`config.mk`:
```
export PLATFORM = sky130hd
export DESIGN_NAME = pipe_stage_skid_flat
export DESIGN_NICKNAME = d
export VERILOG_FILES = /design/src/rtl/pipe_stage_skid_if.sv /design/src/rtl/pipe_stage_skid.sv /design/src/flat_wrapper.sv
export SDC_FILE = /design/constraint.sdc
export NUM_CORES = 1
export LEC_CHECK = 0
export BUFFER_PORTS_ARGS = -buffer_cell sky130_fd_sc_hd__buf_4
export CAP_MARGIN = 20
export CORE_ASPECT_RATIO = 2
export CORE_MARGIN = 2
export CORE_UTILIZATION = 55
export DETAILED_ROUTE_END_ITERATION = 12
export PLACE_DENSITY_LB_ADDON = 0.1
export SETUP_SLACK_MARGIN = 0.1
export SLEW_MARGIN = 20
export SYNTH_ARGS = -nofsm -noshare
export SYNTH_HDL_FRONTEND = slang
export SYNTH_SLANG_ARGS = --single-unit
```
`constraint.sdc`:
```
create_clock -name clk -period 3.7 [get_ports clk]
set_input_delay 0.37 -clock clk [delete_from_list [all_inputs] [get_ports clk]]
set_output_delay 0.37 -clock clk [all_outputs]
set_load 0.02 [all_outputs]
```
`src/rtl/pipe_stage_skid_if.sv`:
```
// Valid/ready bus of one pipeline stage: upstream in_* beat, downstream out_* beat.
// master = the surrounding pipeline, slave = the stage register.
interface pipe_stage_skid_if #(
    parameter int CTRL_W = 16,
    parameter int DATA_W = 96
);
    logic              in_valid;
    logic              in_ready;
    logic [CTRL_W-1:0] in_ctrl;
    logic [DATA_W-1:0] in_data;
    logic              out_valid;
    logic              out_ready;
    logic [CTRL_W-1:0] out_ctrl;
    logic [DATA_W-1:0] out_data;

    modport master (
        output in_valid, in_ctrl, in_data, out_ready,
        input  in_ready, out_valid, out_ctrl, out_data
    );

    modport slave (
        input  in_valid, in_ctrl, in_data, out_ready,
        output in_ready, out_valid, out_ctrl, out_data
    );
endinterface

```
`src/rtl/pipe_stage_skid.sv`:
```
// Pipeline stage register with 2-entry skid, flush-to-bubble and registered in_ready.
// Optional stall/bubble counters are built when PIPE_STAGE_PERF_EN is defined.
module pipe_stage_skid #(
    parameter int CTRL_W = 16,
    parameter int DATA_W = 96,
    parameter int CNT_W  = 32
) (
    input  logic             clk,
    input  logic             rst,
    input  logic             flush,
    pipe_stage_skid_if.slave bus
`ifdef PIPE_STAGE_PERF_EN
    ,
    output logic [CNT_W-1:0] stall_cnt,
    output logic [CNT_W-1:0] bubble_cnt
`endif
);

    if (CNT_W < 1 || CTRL_W < 1 || DATA_W < 1) begin : g_bad_width
        $error("pipe_stage_skid: widths must be >= 1");
    end

    typedef enum logic [1:0] {EMPTY, BUSY, FULL} state_e;

    state_e            state_q, state_d;
    logic [CTRL_W-1:0] main_ctrl_q, main_ctrl_d;
    logic [DATA_W-1:0] main_data_q, main_data_d;
    logic [CTRL_W-1:0] skid_ctrl_q, skid_ctrl_d;
    logic [DATA_W-1:0] skid_data_q, skid_data_d;
    logic              in_ready_q, in_ready_d;
    logic              out_valid;
    logic              accept;
    logic              retire;

    assign out_valid = (state_q != EMPTY);
    assign accept    = bus.in_valid & in_ready_q;
    assign retire    = out_valid & bus.out_ready;

    always_comb begin
        state_d     = state_q;
        main_ctrl_d = main_ctrl_q;
        main_data_d = main_data_q;
        skid_ctrl_d = skid_ctrl_q;
        skid_data_d = skid_data_q;
        unique case (state_q)
            EMPTY: begin
                if (accept) begin
                    state_d     = BUSY;
                    main_ctrl_d = bus.in_ctrl;
                    main_data_d = bus.in_data;
                end
            end
            BUSY: begin
                if (accept && retire) begin
                    main_ctrl_d = bus.in_ctrl;
                    main_data_d = bus.in_data;
                end else if (accept) begin
                    state_d     = FULL;
                    skid_ctrl_d = bus.in_ctrl;
                    skid_data_d = bus.in_data;
                end else if (retire) begin
                    state_d     = EMPTY;
                    main_ctrl_d = '0;
                end
            end
            FULL: begin
                if (retire) begin
                    state_d     = BUSY;
                    main_ctrl_d = skid_ctrl_q;
                    main_data_d = skid_data_q;
                    skid_ctrl_d = '0;
                end
            end
            default: begin
                state_d     = EMPTY;
                main_ctrl_d = '0;
                skid_ctrl_d = '0;
            end
        endcase
        // Flush leaves a bubble but keeps the last payload visible.
        if (flush) begin
            state_d     = EMPTY;
            main_ctrl_d = '0;
            main_data_d = main_data_q;
            skid_ctrl_d = '0;
            skid_data_d = skid_data_q;
        end
        in_ready_d = (state_d != FULL);
    end

    always_ff @(posedge clk) begin
        if (rst) begin
            state_q     <= EMPTY;
            main_ctrl_q <= '0;
            main_data_q <= '0;
            skid_ctrl_q <= '0;
            skid_data_q <= '0;
            in_ready_q  <= 1'b1;
        end else begin
            state_q     <= state_d;
            main_ctrl_q <= main_ctrl_d;
            main_data_q <= main_data_d;
            skid_ctrl_q <= skid_ctrl_d;
            skid_data_q <= skid_data_d;
            in_ready_q  <= in_ready_d;
        end
    end

    assign bus.in_ready  = in_ready_q;
    assign bus.out_valid = out_valid;
    assign bus.out_ctrl  = main_ctrl_q;
    assign bus.out_data  = main_data_q;

`ifdef PIPE_STAGE_PERF_EN
    logic [CNT_W-1:0] stall_cnt_q, stall_cnt_d;
    logic [CNT_W-1:0] bubble_cnt_q, bubble_cnt_d;

    always_comb begin
        stall_cnt_d  = stall_cnt_q;
        bubble_cnt_d = bubble_cnt_q;
        if (out_valid && !bus.out_ready && !(&stall_cnt_q)) begin
            stall_cnt_d = stall_cnt_q + CNT_W'(1);
        end
        if (!out_valid && !(&bubble_cnt_q)) begin
            bubble_cnt_d = bubble_cnt_q + CNT_W'(1);
        end
    end

    always_ff @(posedge clk) begin
        if (rst) begin
            stall_cnt_q  <= '0;
            bubble_cnt_q <= '0;
        end else begin
            stall_cnt_q  <= stall_cnt_d;
            bubble_cnt_q <= bubble_cnt_d;
        end
    end

    assign stall_cnt  = stall_cnt_q;
    assign bubble_cnt = bubble_cnt_q;
`endif

endmodule

```
`src/flat_wrapper.sv`:
```
// flat-port wrapper written by rule: the top's interface ports become plain ports
module pipe_stage_skid_flat 
#(
    parameter int CTRL_W = 16,
    parameter int DATA_W = 96,
    parameter int CNT_W  = 32
)
  (clk, rst, flush, bus_in_valid, bus_in_ctrl, bus_in_data, bus_out_ready, bus_in_ready, bus_out_valid, bus_out_ctrl, bus_out_data);
  pipe_stage_skid_if #(.CTRL_W(CTRL_W), .DATA_W(DATA_W)) bus_i ();
  input  logic clk;
  input  logic rst;
  input  logic flush;
  input wire logic [$bits(bus_i.in_valid)-1:0] bus_in_valid;
  input wire logic [$bits(bus_i.in_ctrl)-1:0] bus_in_ctrl;
  input wire logic [$bits(bus_i.in_data)-1:0] bus_in_data;
  input wire logic [$bits(bus_i.out_ready)-1:0] bus_out_ready;
  output wire logic [$bits(bus_i.in_ready)-1:0] bus_in_ready;
  output wire logic [$bits(bus_i.out_valid)-1:0] bus_out_valid;
  output wire logic [$bits(bus_i.out_ctrl)-1:0] bus_out_ctrl;
  output wire logic [$bits(bus_i.out_data)-1:0] bus_out_data;
  assign bus_i.in_valid = bus_in_valid;
  assign bus_i.in_ctrl = bus_in_ctrl;
  assign bus_i.in_data = bus_in_data;
  assign bus_i.out_ready = bus_out_ready;
  assign bus_in_ready = bus_i.in_ready;
  assign bus_out_valid = bus_i.out_valid;
  assign bus_out_ctrl = bus_i.out_ctrl;
  assign bus_out_data = bus_i.out_data;
  pipe_stage_skid #(.CTRL_W(CTRL_W), .DATA_W(DATA_W), .CNT_W(CNT_W)) u_core (.clk(clk), .rst(rst), .flush(flush), .bus(bus_i));
endmodule
```
==> qor.csv, run 1 <==
metric,value,unit
result of the run,"finished, final reports clean",
leading area contributor after synthesis,dfxtp_1,
GP Congestion,0.818,
reg-to-reg critical path endpoint,u_core.bus.out_data[15]$_SDFFE_PP0P_,
register clock-pin slew on the reported worst setup and hold paths,0.06,ns
classification of the worst-slack hold path,in2reg,
Clock Skews,0.00547,ns
global router's overall resource usage,25.5,%
"Seq/Total Area, Yosys",47.5,%
global-route wire length before repair,39500,um
root buffer selected by CTS,clkbuf_16,
total power per unit cell area,452,nW/um2
critical path type,reg2reg,
most numerous cell in the Yosys netlist,dfxtp_1,
GR Overflow Total,0,
post-route clock period utilization,59.6,%
Worst Hold Slack,0.130,ns
height of the chip,190,um
setup slack after placement,1.58,ns
antenna violations before repair,2,
count of max-cap constraint violations,0,
wire length per cell after detailed routing,17.3,um
setup bufs post-CTS,0,
combined area of all synthesized cells,9560,um2
list of most frequent post-synthesis cells,"227 x dfxtp_1, 198 x nand2_1, 193 x a21oi_1",
overall die area,18500,um2
depth of the CTS H-tree,1,
Row Count,68,
per-cell via count in the routed design,5.74,
Worst R2R Start,u_core.state_q[0]$_SDFF_PP0_,
Final Hold Viols,0,
maximum clock path buffer count,3,
Final #Nets,1331,
Final Non-Filler Cells,1438,
utilization of the core after routing,69.2,%
maximum number of pins on one net before global-route repair,174,
final-report max-slew violation count,0,
# fillers,1440,
min cycle time layout,2.20,ns
top flip-flop cell by instance count after synthesis,dfxtp_1,
synth warn,0,
Area contributors post-synth,"dfxtp_1 48%, mux2i_1 14%, a21oi_1 10%",
instance area after placement,11300,um2
Final Routed Wirelength,24800,um
CP Launch Type,flip-flop,
CTS tree,yes,
Core ar.,17200,um2
summed negative setup slack over all endpoints,0,ns
required time worst endpoint,4.08,ns
Peak Freq,454,MHz
starting density of the core,55.6,%
total setup violations reported at the end of the flow,0,
cts repair resizes,0,
worst-skew pair later-pin latency,0.49,ns
length in cells of the worst reg-to-reg path,5,
"EDFF count, synth",0,
drc violations,0,
"IR drop worst, VDD",408,uV
clock net sink count,227,
PortBufs,230,
synth unique cells,33,
total power,5.38,mW
relative slew slack,33.7,%
post-synth top area share,47.5,%
HPWL reported at the end of detailed placement,16000,um
Vias,8247,
min-delay src,bus_in_data[82],
number of clock buffers inserted by TritonCTS,21,
kind of end point of the critical path,flip-flop,
syn avg cell area,9.04,um2
final critical-path setup slack,1.50,ns
count of hold-fix buffers inserted at cts,0,
IO Count,231,
worst min-delay path endpoint,u_core.skid_data_q[82]$_SDFFE_PP0P_,
"Arr. time, crit path",2.58,ns
Post-synth ARST share,0,%
worst setup slack for register-to-register paths,1.50,ns
layout cells sized above 1,23.2,%
Seq cells post-synth,227,
Post-Synthesis Cells,1057,
Hold Crit Depth,3,
number of global-route vias before repair,7904,
growth of design area from synthesis to finish,24.5,%
standby leakage power,5.11,nW
net count after synthesis,1174,
die extent in x,97.2,um
count of TritonRoute iterations in the first routing pass,5,
slew at the pin closest to its max-slew limit,0.992,ns
remaining antenna violation count,0,
critical path peak fanout,62,
"number of placed instances, taps included",1401,
RSZ-0062 raised after global routing,false,
post-route standard cell area excluding fillers,11900,um2
initial drt markers,365,
worst max-delay path by stage:
| stage | end | startpoint | cells past startpoint |
|---|---|---|---|
| floorplan | u_core.skid_data_q[0]$_SDFFE_PP0P_ | u_core.bus.in_ready$_SDFF_PP1_ | 7 |
| CTS | u_core.bus.out_data[15]$_SDFFE_PP0P_ | u_core.state_q[0]$_SDFF_PP0_ | 5 |
| global route | u_core.bus.out_data[14]$_SDFFE_PP0P_ | u_core.state_q[0]$_SDFF_PP0_ | 5 |
| detailed placement | u_core.bus.out_data[56]$_SDFFE_PP0P_ | u_core.state_q[0]$_SDFF_PP0_ | 5 |
| finish | u_core.bus.out_data[15]$_SDFFE_PP0P_ | u_core.state_q[0]$_SDFF_PP0_ | 5 |
| global placement | u_core.skid_data_q[53]$_SDFFE_PP0P_ | bus_in_valid | 6 |
final cells by class:
class / instances / area (um2) / area share, %
inverters: 2 / 12.5 / 0.105
repair buffers: 246 / 1930 / 16.2
diodes: 2 / 5.00 / 0.0421
well taps: 210 / 263 / 2.21
flip-flops and latches: 227 / 4540 / 38.2
multi-input cells: 716 / 4510 / 37.9
clock buffers: 32 / 617 / 5.19
clock inverters: 3 / 15.0 / 0.126
registers in the layout, indices dropped and copies added, names as in the netlist:
name / cells
u_core.bus.in_ready: 1
u_core.bus.out_ctrl: 16
u_core.bus.out_data: 96
u_core.skid_ctrl_q: 16
u_core.skid_data_q: 96
u_core.state_q: 2
cell families (layout without fill, tap and decap cells):
family                 count (synthesis)  in the layout  share of synthesized area (%)
flip-flops                           227            227                           47.5
AO/OA/AOI/OAI                        329            329                           22.4
buffers and inverters                114            283                           5.52
AND/OR/NAND/NOR                      258            258                           11.1
other                                  0              2                              0
multiplexers                         129            129                           13.5
critical path, stage by stage, from the launching register on:
cell      delay, ns
dfxtp_1        0.35
buf_4          0.27
nand2b_4       0.49
buf_12         0.41
mux2i_1        0.14
a311oi_1       0.33
report_power, final:
part / switching [mW] / total, mW / internal, mW / leakage (nW)
clock: 0.899 / 2.04 / 1.14 / 0.314
combinational: 0.425 / 0.750 / 0.324 / 2.95
sequential: 0.0526 / 2.59 / 2.54 / 1.85
cell usage in the layout, fill, tap and decap left out, types with 2 or more instances in the layout:
| cell type | netlist | layout |
|---|---|---|
| a21oi_1 | 193 | 193 |
| a22oi_1 | 16 | 16 |
| a311oi_1 | 96 | 96 |
| and2_1 | 16 | 16 |
| buf_12 | 0 | 6 |
| buf_4 | 13 | 239 |
| clkbuf_1 | 62 | 6 |
| clkbuf_16 | 0 | 21 |
| clkbuf_8 | 0 | 5 |
| clkinv_2 | 0 | 3 |
| dfxtp_1 | 227 | 227 |
| diode_2 | 0 | 2 |
| mux2i_1 | 129 | 129 |
| nand2_1 | 198 | 198 |
| nor2_1 | 33 | 33 |
| o22a_1 | 2 | 2 |
| o22ai_1 | 4 | 4 |
| o2bb2ai_1 | 12 | 12 |
| o31ai_4 | 1 | 2 |
| or2_2 | 2 | 2 |
metal layers:
layer,vias to the layer above,part of all wire (%),GRT usage (%)
li1,4113,-,-
met1,3863,39,29.4
met2,218,52,45.7
met3,53,5.3,4.88
met4,0,4.0,11.2
met5,-,0,0
Power figures use the tool's default switching activity.
==> run 2: changes to the inputs <==
- ABC_AREA: default -> 1
- CORE_UTILIZATION: 55 -> 49
- clock period: 3.7 -> 2 ns (I/O delays scaled with it)
==> run 2 against run 1 <==
  * Non-clock buffer count up 106
  * Sequential cell count did not move
  * Final cell count up 58%
  * Combinational power grew 120%
  * Register-to-register slack worse by 1.2 ns
  * Largest power group unchanged
==> qor.csv, run 2 <==
metric,value,unit,change
list of most frequent post-synthesis cells,"582 x nand2_1, 445 x nor2_1, 227 x dfxtp_1",,"was 227 x dfxtp_1, 198 x nand2_1, 193 x a21oi_1"
most numerous cell in the Yosys netlist,nand2_1,,was dfxtp_1
overall die area,22600,um2,was 18500 um2
HPWL reported at the end of detailed placement,17500,um,was 16000 um
length in cells of the worst reg-to-reg path,5,,unchanged
area of combinational cells with multiple inputs,4590,um2,was 4510 um2
"EDFF count, synth",0,,unchanged
Worst R2R Start,u_core.state_q[1]$_SDFF_PP0_,,was u_core.state_q[0]$_SDFF_PP0_
synth warn,0,,unchanged
Worst Hold Slack,0.0293,ns,was 0.130 ns
maximum clock path buffer count,3,,unchanged
clock net sink count,227,,unchanged
required time worst endpoint,2.38,ns,was 4.08 ns
"Seq/Total Area, Yosys",43.5,%,was 47.5%
relative slew slack,62.0,%,was 33.7%
final-report max-slew violation count,0,,unchanged
Post-synth ARST share,0,%,unchanged
post-synth top area share,43.5,%,was 47.5%
critical path peak fanout,19,,was 62
worst stage delay on the critical path,0.45,ns,was 0.49 ns
maximum number of pins on one net before global-route repair,70,,was 174
IO Count,231,,unchanged
total setup violations reported at the end of the flow,0,,unchanged
worst setup slack for register-to-register paths,0.33,ns,was 1.50 ns
result of the run,"finished, final reports clean",,unchanged
remaining antenna violation count,0,,unchanged
critical path type,reg2reg,,unchanged
reg-to-reg critical path endpoint,u_core.skid_ctrl_q[6]$_SDFFE_PP0P_,,was u_core.bus.out_data[15]$_SDFFE_PP0P_
worst setup path end,u_core.skid_ctrl_q[6]$_SDFFE_PP0P_,,was u_core.bus.out_data[15]$_SDFFE_PP0P_
"most common cell after layout, fill and taps aside",nand2_1,,was buf_4
GR Overflow Total,0,,unchanged
wire length per cell after detailed routing,11.8,um,was 17.3 um
Area contributors post-synth,"dfxtp_1 44%, nand2_1 21%, nor2_1 16%",,"was dfxtp_1 48%, mux2i_1 14%, a21oi_1 10%"
Final Hold Viols,0,,unchanged
syn avg cell area,6.08,um2,was 9.04 um2
summed negative setup slack over all endpoints,0,ns,unchanged
utilization of the core after routing,66.9,%,was 69.2%
Critical Path Source,u_core.state_q[1]$_SDFF_PP0_,,was u_core.state_q[0]$_SDFF_PP0_
post-route clock period utilization,83.7,%,was 59.6%
min cycle time layout,1.67,ns,was 2.20 ns
Final Routed Wirelength,27000,um,was 24800 um
root buffer selected by CTS,clkbuf_16,,unchanged
leading area contributor after synthesis,dfxtp_1,,unchanged
CTS tree,yes,,unchanged
drc violations,0,,unchanged
sequential cell area,4550,um2,was 4540 um2
PortBufs,230,,unchanged
Row Count,75,,was 68
combined area of all synthesized cells,10400,um2,was 9560 um2
layout cells sized above 1,14.6,%,was 23.2%
net count after synthesis,1835,,was 1174
setup slack after placement,0.266,ns,was 1.58 ns
Vias,10461,,was 8247
per-cell via count in the routed design,4.59,,was 5.74
die extent in x,107,um,was 97.2 um
final critical-path setup slack,0.327,ns,was 1.50 ns
standby leakage power,7.71,nW,was 5.11 nW
antenna violations before repair,0,,was 2
starting density of the core,49.9,%,was 55.6%
global router's overall resource usage,23.5,%,was 25.5%
"commonest non-fill, non-tap cells in the layout","582 x nand2_1, 445 x nor2_1, 242 x buf_4",,"was 239 x buf_4, 227 x dfxtp_1, 198 x nand2_1"
slew at the pin closest to its max-slew limit,0.569,ns,was 0.992 ns
post-route standard cell area excluding fillers,14000,um2,was 11900 um2
cell type of the slowest stage on the worst timing path,o21ai_1,,was nand2b_4
RSZ-0062 raised after global routing,false,,unchanged
register clock-pin slew on the reported worst setup and hold paths,0.06,ns,about the same
GP Congestion,0.871,,was 0.818
Seq cells post-synth,227,,unchanged
growth of design area from synthesis to finish,34.1,%,was 24.5%
number of clock buffers inserted by TritonCTS,21,,unchanged
Peak Freq,598,MHz,was 454 MHz
"number of placed instances, taps included",2145,,was 1401
height of the chip,210,um,was 190 um
CP Launch Type,flip-flop,,unchanged
classification of the worst-slack hold path,in2reg,,unchanged
depth of the CTS H-tree,1,,unchanged
"Arr. time, crit path",2.05,ns,was 2.58 ns
instance area after placement,12400,um2,was 11300 um2
total power,10.3,mW,was 5.38 mW
count of max-cap constraint violations,0,,unchanged
Final Non-Filler Cells,2279,,was 1438
total power per unit cell area,733,nW/um2,was 452 nW/um2
Final #Nets,2114,,was 1331
Clock Skews,0.00523,ns,was 0.00547 ns
global-route wire length before repair,44300,um,was 39500 um
setup bufs post-CTS,0,,unchanged
top flip-flop cell by instance count after synthesis,dfxtp_1,,unchanged
# fillers,1915,,was 1440
count of TritonRoute iterations in the first routing pass,4,,was 5
worst-skew pair later-pin latency,0.49,ns,about the same
Core ar.,20900,um2,was 17200 um2
# diodes,0,,was 2
initial drt markers,542,,was 365
"IR drop worst, VDD",878,uV,was 408 uV
"Critical Path, Cell by Cell",buf_4 -> o21ai_1 -> inv_1 -> nor2_1 -> nor2_1,,was buf_4 -> nand2b_4 -> buf_12 -> mux2i_1 -> a311oi_1
synth unique cells,18,,was 33
Post-Synthesis Cells,1718,,was 1057
number of global-route vias before repair,9806,,was 7904
cell repeated most along the worst path,nor2_1,,
kind of end point of the critical path,flip-flop,,unchanged
## run 2: area by class of cell
type | count | area share, %
repair buffers | 352 | 21.7
flip-flops and latches | 227 | 32.5
inverters | 226 | 6.11
clock inverters | 7 | 0.447
multi-input cells | 1169 | 32.8
well taps | 269 | 2.40
clock buffers | 29 | 4.11
## run 2: cell families after synthesis
family / Yosys count / share of synthesized area [%]
buf+inv: 322 / 12.6
xor+xnor: 1 / 0.0839
compound gates: 129 / 6.18
flops: 227 / 43.5
simple gates: 1039 / 37.6
## run 2: critical path, delay by kind of cell (launching register included)
family | cells | cell delay (ns)
AND/OR/NAND/NOR | 2 | 0.23
AO/OA/AOI/OAI | 1 | 0.45
flip-flops | 1 | 0.33
buffers and inverters | 2 | 0.55
## run 2: per-layer routing
| layer | part of all wire, % | vias to the layer above | GRT usage [%] |
|---|---|---|---|
| li1 | - | 5563 | - |
| met1 | 39 | 4579 | 25.7 |
| met2 | 52 | 241 | 44.2 |
| met3 | 4.1 | 78 | 2.66 |
| met4 | 4.9 | 0 | 10.8 |
| met5 | 0 | - | 0 |
## run 2: worst min path at each step
stage,from,endpoint,slack [ns],depth (start not counted)
after floorplan,bus_in_data[0],u_core.skid_data_q[0]$_SDFFE_PP0P_,0.33,2
after global placement,bus_in_data[92],u_core.skid_data_q[92]$_SDFFE_PP0P_,0.43,3
after detailed placement,bus_in_data[11],u_core.skid_data_q[11]$_SDFFE_PP0P_,0.44,3
after CTS,flush,u_core.state_q[0]$_SDFF_PP0_,0.02,4
after global routing,flush,u_core.state_q[0]$_SDFF_PP0_,0.06,4
final,flush,u_core.state_q[0]$_SDFF_PP0_,0.03,4
## run 2: repair_timing
item / in CTS / in global routing
hold buffers: 98 / 0
resized for setup: 0 / 1
endpoints found under the hold margin: 98 / 0
setup endpoints to repair: 0 / 13
## run 2: report_power, final
part	switching [mW]	internal, mW
sequential	0.105	4.71
combinational	0.887	0.731
clock	1.70	2.14
